<file path="src/rtl/sum_acc_pkg.sv">
// Shared constants and helpers for the sum accumulator.
//   c_buf_depth  : number of entries in the result buffer
//   f_acc_width  : width needed to hold a block total without overflow
package sum_acc_pkg;

    localparam int unsigned c_buf_depth = 2;

    // An input sum is data_width+1 bits wide. Adding count of them needs
    // $clog2(count) more bits.
    function automatic int unsigned f_acc_width(input int unsigned data_width,
                                                input int unsigned count);
        return data_width + 1 + $clog2(count);
    endfunction

endpackage

</file>
<file path="src/rtl/result_fifo.sv">
// Two-entry first-word-fall-through FIFO holding completed block totals.
//   i_clk, i_rst   : clock, synchronous active-high reset
//   i_push         : write i_push_data (accepted if not full, or full with a pop)
//   i_pop          : remove head entry (ignored when empty)
//   o_full/o_empty : occupancy flags
//   o_level        : occupancy, 0..2
//   o_head_data    : head entry, 0 when empty
module result_fifo
    import sum_acc_pkg::*;
#(
    parameter int unsigned g_width = 6
) (
    input  logic               i_clk,
    input  logic               i_rst,
    input  logic               i_push,
    input  logic [g_width-1:0] i_push_data,
    input  logic               i_pop,
    output logic               o_full,
    output logic               o_empty,
    output logic [1:0]         o_level,
    output logic [g_width-1:0] o_head_data
);

    logic [g_width-1:0] r_mem [c_buf_depth];
    logic               r_rd_ptr;
    logic               r_wr_ptr;
    logic [1:0]         r_level;

    logic w_pop;
    logic w_push;

    assign o_empty = (r_level == 2'd0);
    assign o_full  = (r_level == 2'(c_buf_depth));
    assign w_pop   = i_pop && !o_empty;
    // When full, a same-edge pop frees the slot the write lands in.
    assign w_push  = i_push && (!o_full || w_pop);

    always_ff @(posedge i_clk) begin
        if (i_rst) begin
            r_rd_ptr <= 1'b0;
            r_wr_ptr <= 1'b0;
            r_level  <= 2'd0;
        end else begin
            if (w_push) begin
                r_wr_ptr <= ~r_wr_ptr;
            end
            if (w_pop) begin
                r_rd_ptr <= ~r_rd_ptr;
            end
            unique case ({w_push, w_pop})
                2'b10:   r_level <= r_level + 2'd1;
                2'b01:   r_level <= r_level - 2'd1;
                default: r_level <= r_level;
            endcase
        end
    end

    // Storage needs no reset; the head is masked while empty.
    always_ff @(posedge i_clk) begin
        if (w_push) begin
            r_mem[r_wr_ptr] <= i_push_data;
        end
    end

    assign o_level     = r_level;
    assign o_head_data = o_empty ? '0 : r_mem[r_rd_ptr];

endmodule

</file>
<file path="src/rtl/sum_accumulator.sv">
// Accumulates blocks of g_count unsigned sums from the adder and presents each
// block total on a ready/valid output through a 2-entry result buffer.
//   i_clk, i_rst : clock, synchronous active-high reset
//   i_valid, i_C : adder result stream (no backpressure, always accepted)
//   i_clear      : drop the partial block and clear the overrun flag
//   i_ready      : downstream ready
//   o_valid, o_sum : head block total
//   o_overrun    : sticky, a completed total was dropped on a full buffer
//   o_level      : result buffer occupancy
module sum_accumulator
    import sum_acc_pkg::*;
#(
    parameter int unsigned g_data_width = 3,
    parameter int unsigned g_count      = 4,
    parameter int unsigned g_acc_width  = f_acc_width(g_data_width, g_count)
) (
    input  logic                   i_clk,
    input  logic                   i_rst,
    input  logic                   i_valid,
    input  logic [g_data_width:0]  i_C,
    input  logic                   i_clear,
    input  logic                   i_ready,
    output logic                   o_valid,
    output logic [g_acc_width-1:0] o_sum,
    output logic                   o_overrun,
    output logic [1:0]             o_level
);

    localparam int unsigned c_cnt_width = $clog2(g_count);
    localparam logic [c_cnt_width-1:0] c_last = c_cnt_width'(g_count - 1);

    logic [g_acc_width-1:0] r_acc;
    logic [c_cnt_width-1:0] r_count;
    logic                   r_overrun;

    logic                   w_accept;
    logic                   w_last;
    logic                   w_push;
    logic                   w_pop;
    logic                   w_full;
    logic                   w_empty;
    logic [g_acc_width-1:0] w_total;

    // Clear discards any same-cycle sample.
    assign w_accept = i_valid && !i_clear;
    assign w_last   = (r_count == c_last);
    assign w_total  = r_acc + g_acc_width'(i_C);
    assign w_push   = w_accept && w_last;
    assign w_pop    = !w_empty && i_ready;

    always_ff @(posedge i_clk) begin
        if (i_rst) begin
            r_acc     <= '0;
            r_count   <= '0;
            r_overrun <= 1'b0;
        end else if (i_clear) begin
            r_acc     <= '0;
            r_count   <= '0;
            r_overrun <= 1'b0;
        end else begin
            if (w_accept) begin
                if (w_last) begin
                    r_acc   <= '0;
                    r_count <= '0;
                end else begin
                    r_acc   <= w_total;
                    r_count <= r_count + 1'b1;
                end
            end
            if (w_push && w_full && !w_pop) begin
                r_overrun <= 1'b1;
            end
        end
    end

    result_fifo #(
        .g_width (g_acc_width)
    ) u_result_fifo (
        .i_clk       (i_clk),
        .i_rst       (i_rst),
        .i_push      (w_push),
        .i_push_data (w_total),
        .i_pop       (w_pop),
        .o_full      (w_full),
        .o_empty     (w_empty),
        .o_level     (o_level),
        .o_head_data (o_sum)
    );

    assign o_valid   = !w_empty;
    assign o_overrun = r_overrun;

endmodule

</file>
<file path="config.mk">
export PLATFORM = sky130hd
export DESIGN_NAME = sum_accumulator
export DESIGN_NICKNAME = d
export VERILOG_FILES = /design/src/rtl/sum_acc_pkg.sv /design/src/rtl/result_fifo.sv /design/src/rtl/sum_accumulator.sv
export SDC_FILE = /design/constraint.sdc
export NUM_CORES = 1
export LEC_CHECK = 0
export ABC_AREA = 1
export CORE_UTILIZATION = 53
export CTS_BUF_LIST = sky130_fd_sc_hd__clkbuf_16
export CTS_CLUSTER_SIZE = 30
export DETAILED_ROUTE_END_ITERATION = 8
export PLACE_DENSITY = 0.78
export SLEW_MARGIN = 40
export SYNTH_ARGS = -nofsm -noshare
export SYNTH_HDL_FRONTEND = slang
export SYNTH_SLANG_ARGS = --single-unit
</file>
<file path="constraint.sdc">
create_clock -name i_clk -period 2 [get_ports i_clk]
set_input_delay 0.4 -clock i_clk [delete_from_list [all_inputs] [get_ports i_clk]]
set_output_delay 0.4 -clock i_clk [all_outputs]
set_load 0.02 [all_outputs]
</file>
======== Word-level counts from Yosys, hierarchy flattened ========
Memory sizes are Yosys's and may differ from the RTL's. A register that Yosys moved wholly into a read port is not among the register bits.
Cells that the tools add are included.
storage, ports and cells
  memories kept ........................... 1
  logic and storage cells ................. 40
  memory bits (writable) .................. 12
  output and inout port bits .............. 10
  latch bits .............................. 0
  bits of input ports ..................... 9
  bits in read-only memories .............. 0
  register bits ........................... 13
cells by class
  $add $sub $neg .......................... 4
  shifts and indexed selects .............. 0
  $mul .................................... 0
  equality and inequality tests ........... 4
  muxes and demuxes ....................... 8
  bitwise gates (word level) .............. 2
  reductions and logical operators ........ 15
  $lt $le $gt $ge ......................... 0
  divide/modulo/power cells ............... 0
memories
  name                 words  bits a word  rd ports  clocked after memory_dff  write ports  line               RTL
  u_result_fifo.r_mem  2      6            1         1                         1            result_fifo.sv:24  logic [g_width-1:0] r_mem [c_buf_depth];
operators with widths
  kind                                                                   number
  6-bit 2-to-1 mux                                                       2
  1-bit logical AND                                                      7
  6-bit by 4-bit adder with 6-bit output                                 1
  2-bit equality test, second input constant                             3
  2-bit by 1-bit adder with 2-bit output, second input constant          2
  1-bit zero test                                                        4
  1-bit 2-to-1 mux                                                       4
  2-bit one-hot mux with 2 select lines                                  1
  2-bit by 1-bit equality test with 1-bit output, second input constant  1
  2-bit zero test                                                        1
  2-bit 2-to-1 mux                                                       1
  1-bit inverter                                                         2
  2-bit nonzero test                                                     1
  2-bit OR reduction                                                     1
  2-bit by 1-bit subtractor with 2-bit output, second input constant     1
  1-bit logical OR                                                       1

======== Logic depth before layout (Yosys ltp) ========
Gate-level depths: netlist of run 1.
  depth after elaboration ................. 8
  gate-level depth with buffers ........... 9
  mapped depth without buffers ............ 9

======== Cells and area by module ========
A second synthesis of run 1 with hierarchy kept.
second synthesis, totals
  cell total of the unflattened synthesis .. 148
  area, all modules ....................... 1285.0 um^2
by module, submodules not included
  module           sequential area each (um^2)  area an instance (um^2)  cells each  times used
  result_fifo      460.4                        709.4                    69          1
  sum_accumulator  180.2                        575.6                    79          1

======== Worst setup path before layout of run 1 ========
Ideal clock, no wire load.
  kind .................................... input to register
  from .................................... input i_valid
  to ...................................... register u_result_fifo.r_level[1], in the netlist u_result_fifo.o_level[1]
  setup slack ............................. 0.385 ns
  buffers on the path ..................... 1
  library setup time ...................... 0.064 ns
  cell stages on the path ................. 9
  data arrival time ....................... 1.551 ns
  data required time ...................... 1.936 ns
  cells stage by stage .................... inv_1 or2_1 buf_6 nor2_4 nand2_4 ha_1 inv_1 a31o_2 nor2_1
between the ends
  word-level cells in the longest chain between the ends .. 5
  elaborated cells between the ends (all ways) .. 7
  classes of those cells .................. 2 x eq/ne; 1 x mux; 4 x reduce/logical
RTL lines
  element                                                                                       line                   RTL
  start: declaration                                                                            sum_accumulator.sv:19  input logic i_valid,
  1-bit logical AND *                                                                           sum_accumulator.sv:45  assign w_accept = i_valid && !i_clear;
  1-bit logical AND *                                                                           sum_accumulator.sv:48  assign w_push = w_accept && w_last;
  1-bit logical AND *                                                                           result_fifo.sv:36      assign w_push = i_push && (!o_full || w_pop);
  2-bit by 1-bit equality test with 1-bit output / 2-bit equality test (equally long branches)  result_fifo.sv:50      unique case ({w_push, w_pop})
  2-bit one-hot mux with 2 select lines / 2-bit nonzero test (equally long branches)            n/a
  end signal: assignment                                                                        result_fifo.sv:51      2'b10: r_level <= r_level + 2'd1;
  end signal: assignment                                                                        result_fifo.sv:52      2'b01: r_level <= r_level - 2'd1;
  end signal: assignment                                                                        result_fifo.sv:53      default: r_level <= r_level;
  end: declaration                                                                              result_fifo.sv:27      logic [1:0] r_level;
Mark *: on every way between the ends. The rest lies on a longest branch, timed or not.
A chain may end at the register's enable or synchronous reset.

======== Worst setup path after layout of run 1 ========
Ends and elaborated chain as after synthesis.

==> metrics, run 1 <==
outcome=finished clean; crit end category=flop; launch point of the worst reg-to-reg path=r_count[0]; FF-to-FF setup slack=between 200 and 300 ps; number of enable flip-flop cells after synthesis=12; via count of the first global-routing pass=about 970; end of the critical path=u_result_fifo.o_level[1]; mean number of vias per cell=5.130; Residual DRC=0; post-detailed-route count of antenna-violating nets=0; synthesis-to-layout area growth=29.99%; fraction of synthesis flops using an asynchronous set or reset pin=0%; YS warnings=0; CP Class=input port to flop; placeable core area=2255 µm²; portion of the clock cycle consumed by the worst path in the final layout=93.70%; beginning of the critical path=i_valid; routability cong.=between 0.7 and 0.8; antenna violations before repair=0; CTS H-Tree Depth=1; worst hold slack=476.2 ps; mean routed wirelength per cell=13.64 µm; critical-path maximum fanout=2; Root Buffer Master=sky130_fd_sc_hd__clkbuf_16; minimum period implied by the final worst setup slack=1874 ps; fraction of layout cells with a size suffix above 1=16.86%; Antenna diodes=0; required time at the worst-slack endpoint=2150 ps; share of the yosys chip area belonging to registers=49.37%; net count after synthesis=157; stages on the worst setup path=9; clock insertion delay at the later pin of the skew report=260 ps; Peak supply drop=0.5757 mV; DRC marker count from the first detailed-route iteration=16; final count of hold timing violations=0; WP buf/inv=2; via count of the routed design=1,026; number of maximum-capacitance violations=0; Crit path arrival time=2020 ps; number of sinks handled by clock tree synthesis=26; number of flip-flops and latches in the synthesized netlist=26; slowest stage delay, CP=480 ps; clock tree from TritonCTS=yes; fin worst setup slack=126.0 ps; unrepaired setup endpoints after global routing=true; Setup violations, final=0; relative slew slack=about four fifths; Chip Height=51.48 µm; total overflow reported by the global router=0; gate count after technology mapping=141; die extent in x=51.48 µm; max-slew violation count=0; most used flip-flop cell after synthesis=sky130_fd_sc_hd__dfxtp_1; endpoint of the most critical register-to-register path=u_result_fifo.o_level[1]; number of top-level pins=19; TritonCTS Buffers=3; drt total wl=2.727 mm; areal power density over the cells=about 730 nW/µm²; overall die area=2650 µm²; top library cells by usage in the layout, fill and taps aside=sky130_fd_sc_hd__nand2_1 (35), sky130_fd_sc_hd__inv_1 (18), sky130_fd_sc_hd__a21oi_1 (15), sky130_fd_sc_hd__dfxtp_1 (14); slowest stage cell, crit path=sky130_fd_sc_hd__clkdlybuf4s50_1; wire length of the first global-routing pass=4.353 mm; Syn Area/Cell=9.202 µm²; leading cell type in the layout, fill and taps excluded=sky130_fd_sc_hd__nand2_1; fill cell total of the finished layout=170; initial cell density of the core=between 50 and 60%; actual transition at the worst max-transition pin=290.7 ps; largest buffer count on any clock path=2; crit start category=input port; HPWL after DPL=1.899 mm; Fin Clk Skew=about 6.8 ps; Worst path top cell family by delay=buffers and inverters; clk slew on worst S/H paths=60 ps; list of cells traversed by the critical path=clkdlybuf4s50_1 -> inv_1 -> or2_1 -> nor2_4 -> nand2_4 -> ha_1 -> xor2_1 -> a31o_2 -> nor2_1; net count of the finished layout=189; Tightest Hold Check Type=flop to flop; Total Routing Usage GR=23.15%; static leakage=0.0007269 µW; total of buffers placed on input and output ports=18; Highest Clock Rate=~530 MHz; worst r2r path cells=8; pin count of the biggest net entering global routing=16; count of distinct cell types in the synthesized netlist=27; drt pass-1 iters=4; Setup Slack @ Placement=-180.3 ps; site row count=17; Cell Area, Synth=1297 µm²
tightest hold or removal path, delay by kind of cell (launching register included):
kind | cells | cell delay (ps)
flip-flops | 1 | 330
AND/OR/NAND/NOR | 2 | 120
worst min-delay path by stage:
| stage | startpoint | endpoint | cells past startpoint |
|---|---|---|---|
| floorplan | r_acc[0] | r_acc[0] | 2 |
| global placement | o_overrun | o_overrun | 2 |
| detailed placement | r_acc[0] | r_acc[0] | 2 |
| CTS | r_acc[0] | r_acc[0] | 2 |
| global route | r_acc[3] | r_acc[3] | 2 |
| finish | o_overrun | o_overrun | 2 |
final cells by class:
| type | count | area (µm²) | share of cell area, % |
|---|---|---|---|
| Tap cell | 28 | 35.03 | 2.077 |
| Sequential cell | 26 | 640.6 | 37.98 |
| Timing Repair Buffer | 28 | 247.7 | 14.69 |
| Inverter | 18 | 67.56 | 4.006 |
| Clock buffer | 3 | 75.07 | 4.451 |
| Multi-Input combinational cell | 96 | 590.6 | 35.01 |
| Clock inverter | 1 | 30.03 | 1.780 |
cells in the mapped netlist, types with 2 or more instances:
master | count | share of area (%)
sky130_fd_sc_hd__a21oi_1 | 15 | 5.8
sky130_fd_sc_hd__or2_1 | 2 | 0.96
sky130_fd_sc_hd__edfxtp_1 | 12 | 28
sky130_fd_sc_hd__nor3b_1 | 2 | 1.2
sky130_fd_sc_hd__nand3_1 | 5 | 1.9
sky130_fd_sc_hd__and2_1 | 2 | 0.96
sky130_fd_sc_hd__a21oi_2 | 2 | 1.4
sky130_fd_sc_hd__inv_1 | 18 | 5.2
sky130_fd_sc_hd__dfxtp_1 | 14 | 22
sky130_fd_sc_hd__ha_1 | 6 | 5.8
sky130_fd_sc_hd__nand3_2 | 2 | 1.5
sky130_fd_sc_hd__nor2_1 | 10 | 2.9
sky130_fd_sc_hd__nand2_1 | 36 | 10
sky130_fd_sc_hd__nor2_4 | 2 | 1.7
cells by family after synthesis:
family / synth area share [%]
and+or+nand+nor: 25.65
adders and majority gates: 7.329
DFF: 49.37
xor gates and xnor gates: 2.604
buffers and inverters: 6.075
AOI/OAI and AO/OA: 8.968
report_power, final:
group	internal (µW)	total, µW	leakage, µW	switching [µW]
sequential	560	563	0.000220	2.94
combinational	40.7	86.3	0.000456	45.5
clock	398	579	0.0000511	181
total	999	1230	0.000727	230
per-stage QoR:
stage               std cells  setup TNS (ps)  power (µW)  utilization, %  cell area [µm²]
floorplan                 141               0       619.8               -             1297
CTS                       199               0        1228           73.92             1667
finish                    200               0        1229           74.81             1687
global placement          195          -175.2       653.8           69.59             1569
global route              200               0        1253           74.81             1687
detailed placement        195          -870.7       658.1           69.59             1569
repair_timing:
| item | CTS | global route |
|---|---|---|
| gates resized for setup | 6 | 4 |
| endpoints found under the setup margin | 6 | 3 |
| buffers inserted | 0 | 1 |
| hold buffers | 0 | 0 |
| pin swaps | 0 | 2 |
state kept, by name, summed over array words and instances, names as in the netlist, named ones only:
| register | cells |
|---|---|
| u_result_fifo.r_wr_ptr | 1 |
| u_result_fifo.r_rd_ptr | 1 |
| r_count | 2 |
| o_overrun | 1 |
| u_result_fifo.r_mem | 12 |
| r_acc | 6 |
| u_result_fifo.o_level | 2 |
per-layer routing:
layer	part of all wire, %	track usage [%]	wire length [µm]	vias to the layer above
met1	42	25.43	1140	480
li1	-	-	-	520
met4	2.8	11.71	75	0
met3	2.9	3.869	78	8
met2	53	42.21	1432	18
met5	0	0	0	-
Power figures use the tool's default switching activity.
==> run 2, diff against run 1 <==
Settings changed: RECOVER_POWER set to 100.
==> run 2 against run 1 <==
Effect of this change:
- clock-buffer cell count unchanged
- fmax is 0.64% lower
- die area is the same
- critical path depth unchanged
- flip-flop and latch count is the same
- final cell count is the same
- clock skew hardly changed
- utilization down 0.39 points
- worst hold slack worse by 5.7 ps
- via count is essentially flat
- highest routed layer unchanged
- routed wire length down 0.11%
- global-route usage is the same
- critical endpoint unchanged
==> metrics, run 2 (same netlist as run 1, synthesis figures left out) <==
clock tree from TritonCTS=yes; overall die area=2650 µm² (unchanged); antenna violations before repair=0 (unchanged); routability cong.=0.7957 (unchanged); final count of hold timing violations=0 (unchanged); largest buffer count on any clock path=2 (unchanged); crit start category=input port; die extent in x=51.48 µm (unchanged); drt pass-1 iters=4 (unchanged); registers with the most flip-flops=u_result_fifo.r_mem x12, r_acc x6; net count of the finished layout=189 (unchanged); areal power density over the cells=731.4 nW/µm² (+0.39%); slowest stage delay, CP=480 ps (about the same); Crit path arrival time=2030 ps (about the same); Fin Clk Skew=6.479 ps (-0.2838 ps); via count of the routed design=1,025 (-0.097%); unrepaired setup endpoints after global routing=true; portion of the clock cycle consumed by the worst path in the final layout=94.30% (+0.60 points); Highest Clock Rate=530.2 MHz (-0.64%); FF-to-FF setup slack=260 ps (about the same); required time at the worst-slack endpoint=2150 ps (about the same); power consumption=1227 µW (-0.13%); static leakage=0.0007268 µW (about the same); wire length of the first global-routing pass=4.353 mm (unchanged); fraction of layout cells with a size suffix above 1=15.70% (-1.2 points); Total Routing Usage GR=23.15% (unchanged); clock insertion delay at the later pin of the skew report=260 ps (about the same); actual transition at the worst max-transition pin=589.5 ps (+298.8 ps); fill cell total of the finished layout=171 (+0.59%); max-slew violation count=0 (unchanged); register containing the most flip-flops in the final layout=u_result_fifo.r_mem; relative slew slack=60.70% (-20 points); drt total wl=2.724 mm (-0.11%); Chip Height=51.48 µm (unchanged); flip-flop count of the largest register, all copies and words added=12 (unchanged); list of cells traversed by the critical path=clkdlybuf4s50_1 -> inv_1 -> or2_0 -> nor2_4 -> nand2_4 -> ha_1 -> xor2_1 -> a31o_2 -> nor2_1; clk slew on worst S/H paths=60 ps (about the same); dpl cells=195 (unchanged); switching power total=229.5 µW (about the same); area of the multi-input gates=585.6 µm² (-0.85%); critical-path maximum fanout=2 (unchanged); crit end category=flop; via count of the first global-routing pass=971 (unchanged); share of total power consumed by net switching=18.70% (about the same); number of sinks handled by clock tree synthesis=26 (unchanged); CTS H-Tree Depth=1 (unchanged); total of buffers placed on input and output ports=18 (unchanged); minimum period implied by the final worst setup slack=1886 ps (+12.06 ps); TritonCTS Buffers=3 (unchanged); Tightest Hold Check Type=flop to flop; number of standard cells in the layout, taps in and fillers out=200 (unchanged); combinational share of power=6.9% (about the same); Peak supply drop=0.5756 mV (about the same); number of top-level pins=19 (unchanged); synthesis-to-layout area growth=29.32%; number of maximum-capacitance violations=0 (unchanged); CP Class=input port to flop; site row count=17 (unchanged); total overflow reported by the global router=0 (unchanged); pin count of the biggest net entering global routing=16 (unchanged); Antenna diodes=0 (unchanged); slowest stage cell, crit path=sky130_fd_sc_hd__clkdlybuf4s50_1; initial cell density of the core=57.55% (unchanged); DRC marker count from the first detailed-route iteration=14 (-2); post-detailed-route count of antenna-violating nets=0 (unchanged); area used by sequential logic in the layout=640.6 µm² (unchanged); placeable core area=2255 µm² (unchanged); Int Pwr=997.7 µW (-0.14%); mean number of vias per cell=5.125 (about the same); clock network power share=47.2% (about the same); outcome=finished clean; leading cell type in the layout, fill and taps excluded=sky130_fd_sc_hd__nand2_1; Setup violations, final=0 (unchanged); mean routed wirelength per cell=13.62 µm (-0.11%); Residual DRC=0 (unchanged); HPWL after DPL=1.899 mm (unchanged); number of buffers inserted for hold repair after clock tree synthesis=0 (unchanged); top library cells by usage in the layout, fill and taps aside=sky130_fd_sc_hd__nand2_1 (35), sky130_fd_sc_hd__inv_1 (18), sky130_fd_sc_hd__a21oi_1 (15), sky130_fd_sc_hd__dfxtp_1 (14), sky130_fd_sc_hd__edfxtp_1 (12); Root Buffer Master=sky130_fd_sc_hd__clkbuf_16; utilization of the core after routing=74.42% (-0.39 points); sequential fraction of design power=45.9% (about the same)
==> run 2: cell count changes in the layout (fill, tap and decap cells not counted), sizes merged <==
cell / previous run / this run
dlygate4sd3: 0 / 2
clkbuf: 3 / 4
buf: 10 / 9
clkdlybuf4s50: 12 / 10
==> run 2: layer usage <==
layer  track usage (%)  part of all wire, %
met5                 0                    0
met4             11.71                  2.7
met2             42.21                   53
met3             3.869                  3.1
met1             25.43                   41
==> run 2: worst max-delay path, delay by kind of cell <==
family	cells	cell delay [ps]
AOI/OAI and AO/OA	1	190
and+or+nand+nor	4	520
buffers and inverters	2	520
xor gates and xnor gates	1	220
adders and majority gates	1	190
==> run 2: through the flow <==
step	TNS (ps)	area, µm²	setup slack (ps)	hold WS (ps)
detailed placement	-870.7	1569	-180.3	461.2
CTS	0	1667	44.08	471.8
finish	0	1678	113.9	470.5
floorplan	0	1297	385.1	447.4
global placement	-175.2	1569	-61.61	457.2
global route	0	1678	13.19	508.9
==> run 2: power by group through the flow <==
stage	Clock (µW)	Sequential, µW	Combinational (µW)
finish	580	563	84.4
global route	594	563	93.5
CTS	581	563	84.1
detailed placement	0	575	83.1
global placement	0	575	79.2
floorplan	0	574	45.3
==> run 2: layout make-up <==
class | instances | area share (%)
clock buffers | 3 | 4.474
flip-flops and latches | 26 | 38.18
multi-input cells | 96 | 34.90
repair buffers | 28 | 14.54
well taps | 28 | 2.088
clock inverters | 1 | 1.790
inverters | 18 | 4.027
==> run 2: worst paths after layout <==
kind	endpoint	cells past startpoint	startpoint
max	u_result_fifo.o_level[1]	9	i_valid
min	o_overrun	2	o_overrun
max reg2reg	u_result_fifo.o_level[1]	8	r_count[0]
min reg2reg	o_overrun	2	o_overrun
==> run 2: what timing repair did <==
action	4_1_cts	5_1_grt
buffers inserted	0	1
gates resized for setup	6	4
cloned	0	0
pin swaps	0	2
endpoints found under the setup margin	6	3
==> edit 1 (settings of run 1) <==
The parameter `g_data_width` goes from 3 to 6.
--- a/src/rtl/sum_accumulator.sv
+++ b/src/rtl/sum_accumulator.sv
@@ -11,5 +11,5 @@
     import sum_acc_pkg::*;
 #(
-    parameter int unsigned g_data_width = 3,
+    parameter int unsigned g_data_width = 6,
     parameter int unsigned g_count      = 4,
     parameter int unsigned g_acc_width  = f_acc_width(g_data_width, g_count)
Interface: changed (resized i_C and o_sum); port bits go from 19 to 25. The function was not compared with the original's and may differ.
==> edit 1 against run 1 <==
The run now ends with setup timing left; power is 45% higher; worst setup slack worse by 0.13 ns; sequential cell count is 9 higher; design area is 40% higher; global-route usage is 0.24 points lower; via count is 43% higher; synthesized area is 35% higher; critical path depth is 5 lower; routed wire length is 27% higher; largest power group unchanged.
==> edit 1: results (changes against run 1) <==
CP endpoint o_sum[8]; met1 GRT Util 27.0% (+1.6 points); Finish-stage setup viols 1 (+1); min setup slack post-route -0.000310 ns (-0.126 ns); comb pwr 0.144 mW (+67%); Final GP Congestion 0.825 (+3.7%); Buffers on Ports 24 (+6); biggest regs u_result_fifo.r_mem x18, r_acc x9; FF-to-FF Start r_acc[0]; CTS H-tree depth 2 (+1); Synth Area in XOR/XNOR 2.42% (-0.18 points); Layout Nets 272 (+44%); Seq/Total Area, Yosys 50.1% (+0.77 points); initial DRC count 74 (+58); Worst VDD drop 0.615 mV (+6.8%); routed wire length 3450 µm (+27%); share of cells above drive strength 1 13.9% (-2.9 points); vias in the first global route 1345 (+39%); status complete, but fails checks; drt via density 4.98 (-2.9%); r2r worst-path depth 7 (-1); Hold Slack 0.469 ns (-0.00733 ns); Post-synth top cells nand2_1, a21oi_1, inv_1; met2 usage in global routing 38.2% (-4.0 points); Fill cells 215 (+26%); Detail Route met2 WL 1680 µm (+17%); number of synthesized flops with an enable pin 18 (+6); largest net degree at the start of global routing 13 (-3); Max stage delay on crit path 0.62 ns (+0.14 ns); kind of launch point of the worst setup path register; Static Leak 1.05 nW (+45%); failing checks setup timing; GRT met3 Usage 5.90% (+2.0 points); post-synthesis adder-cell area fraction 7.55% (+0.22 points); met1 wire length 1590 µm (+39%); total CTS buffers 5 (+2); Setup TNS -0.000310 ns (-0.000310 ns); hold worst-path end r_acc[2]
==> edit 1: cell count changes in the layout (fill, tap and decap cells not counted), moves of 5 or more <==
cell	delta
buf_4	+5
dlygate4sd2_1	-6
nand3_1	+5
a21oi_1	+9
nor2_1	+5
edfxtp_1	+6
nand2_1	+28
clkdlybuf4s50_1	+10
==> edit 1: final cells by class <==
class	count	area [µm²]	area share (%)
Sequential cell	35	881	37.3
Multi-Input combinational cell	147	817	34.6
Timing Repair Buffer	39	358	15.1
Clock buffer	5	125	5.30
Inverter	22	82.6	3.50
Tap cell	44	55.1	2.33
Clock inverter	3	43.8	1.85
==> edit 1: through the flow <==
| stage | power [mW] | cells | cell area, µm² |
|---|---|---|---|
| floorplan | 0.853 | 207 | 1760 |
| global placement | 0.917 | 287 | 2150 |
| CTS | 1.80 | 295 | 2330 |
| global route | 1.85 | 295 | 2360 |
| finish | 1.78 | 295 | 2360 |
| detailed placement | 0.919 | 287 | 2150 |
==> edit 2 (flow settings as in run 1) <==
Made on the original files. Register the output `o_level`, cleared by the reset; this adds one clock of latency there. The other outputs are not delayed to match.
--- a/src/rtl/sum_accumulator.sv
+++ b/src/rtl/sum_accumulator.sv
@@ -29,4 +29,6 @@
     localparam int unsigned c_cnt_width = $clog2(g_count);
     localparam logic [c_cnt_width-1:0] c_last = c_cnt_width'(g_count - 1);
+
+    logic [1:0] o_level_d;
 
     logic [g_acc_width-1:0] r_acc;
@@ -84,5 +86,5 @@
         .o_full      (w_full),
         .o_empty     (w_empty),
-        .o_level     (o_level),
+        .o_level     (o_level_d),
         .o_head_data (o_sum)
     );
@@ -91,4 +93,12 @@
     assign o_overrun = r_overrun;
 
+    always_ff @(posedge i_clk) begin
+        if (i_rst) begin
+            o_level <= '0;
+        end else begin
+            o_level <= o_level_d;
+        end
+    end
+
 endmodule
 
Formal check against the unedited RTL: not equivalent (Yosys sat finds a counterexample within 10 cycles, from zero or initial values and one cycle with i_rst high).
==> edit 2 against run 1 <==
Worst setup slack got worse by 0.044 ns; sequential cell count rose by 2; clock skew decreased by 0.0051 ns; die area grew 0.45%; synthesized area up 0.48%; design area shrank 1.3%; combinational power is 7.1% lower; maximum frequency fell by 2.3%; hold slack got worse by 0.0016 ns; power is 8.0% lower; routed wire length down 3.4%; largest cell class unchanged; count of clock-buffer cells in the layout did not move; register-to-register slack worse by 0.09 ns.
==> edit 2: results (changes against run 1) <==
clock network area share 4.73% (-1.5 points); vias in the first global route 992 (+2.2%); pwr/cell area 679 nW/µm² (-6.8%); Post-synth top cells nand2_1, inv_1, a21oi_1; comb_multi_in 98 (+2.1%); routed wire length 2640 µm (-3.4%); drt via density 5.26 (+2.5%); Final GP Congestion 0.847 (+6.4%); nonclk buf count 24 (-14%); Clock Power Share 39.6% (-7.5 points); pre-CTS setup slack -0.215 ns (-0.0350 ns); Signal buf overhead 13.3% (-1.4 points); DP Area 1560 µm² (-0.56%); CP endpoint r_acc[4]; Worst Setup SP i_C[0]; internal reg-to-reg setup slack 0.17 ns (-0.09 ns); clock sinks 28 (+7.7%); Static Leak 0.717 nW (-1.4%); Synth area leaders edfxtp_1, dfxtp_1, nand2_1; Post-Syn Area per Cell 8.99 µm² (-2.3%); Seq/Total Area, Yosys 52.2% (+2.8 points); Worst VDD drop 0.470 mV (-18%); r2r worst-path depth 9 (+1); Post-CTS Resized 5 (-1); global-route wire length before repair 4310 µm (-1.1%); Total GRT Usage 22.6% (-0.60 points); status finished clean; post-synthesis adder-cell area fraction 7.29% (-0.035 points); initial DRC count 19 (+3); Flop+latch power 0.603 mW (+7.1%); Synth Area in XOR/XNOR 1.92% (-0.68 points); min setup slack post-route 0.0824 ns (-0.0435 ns); CP max FO 3 (+1)
[edit 2: changes by cell type after synthesis, sizes merged]
cell    before  now
dfxtp       14   16
nor2        14   15
clkbuf       0    1
a31o         1    0
xor2         2    1
o21a         0    1
a21oi       17   18
buf          1    0
o21ai        1    2
[edit 2: per-layer routing]
layer	GRT usage (%)	wire, µm	share of wire (%)
met1	25.2	1030	39
met2	41.8	1480	56
met3	3.22	74	2.8
met4	10.4	48	1.8
met5	0	0	0
[edit 2: worst min-delay path by stage]
stage | slack, ns | startpoint | endpoint
5_1_grt | 0.51 | r_acc[0] | r_acc[0]
2_1_floorplan | 0.45 | r_acc[0] | r_acc[0]
4_1_cts | 0.47 | r_acc[0] | r_acc[0]
6_report | 0.47 | r_acc[0] | r_acc[0]
3_3_place_gp | 0.45 | o_overrun | o_overrun
3_5_place_dp | 0.46 | r_acc[0] | r_acc[0]
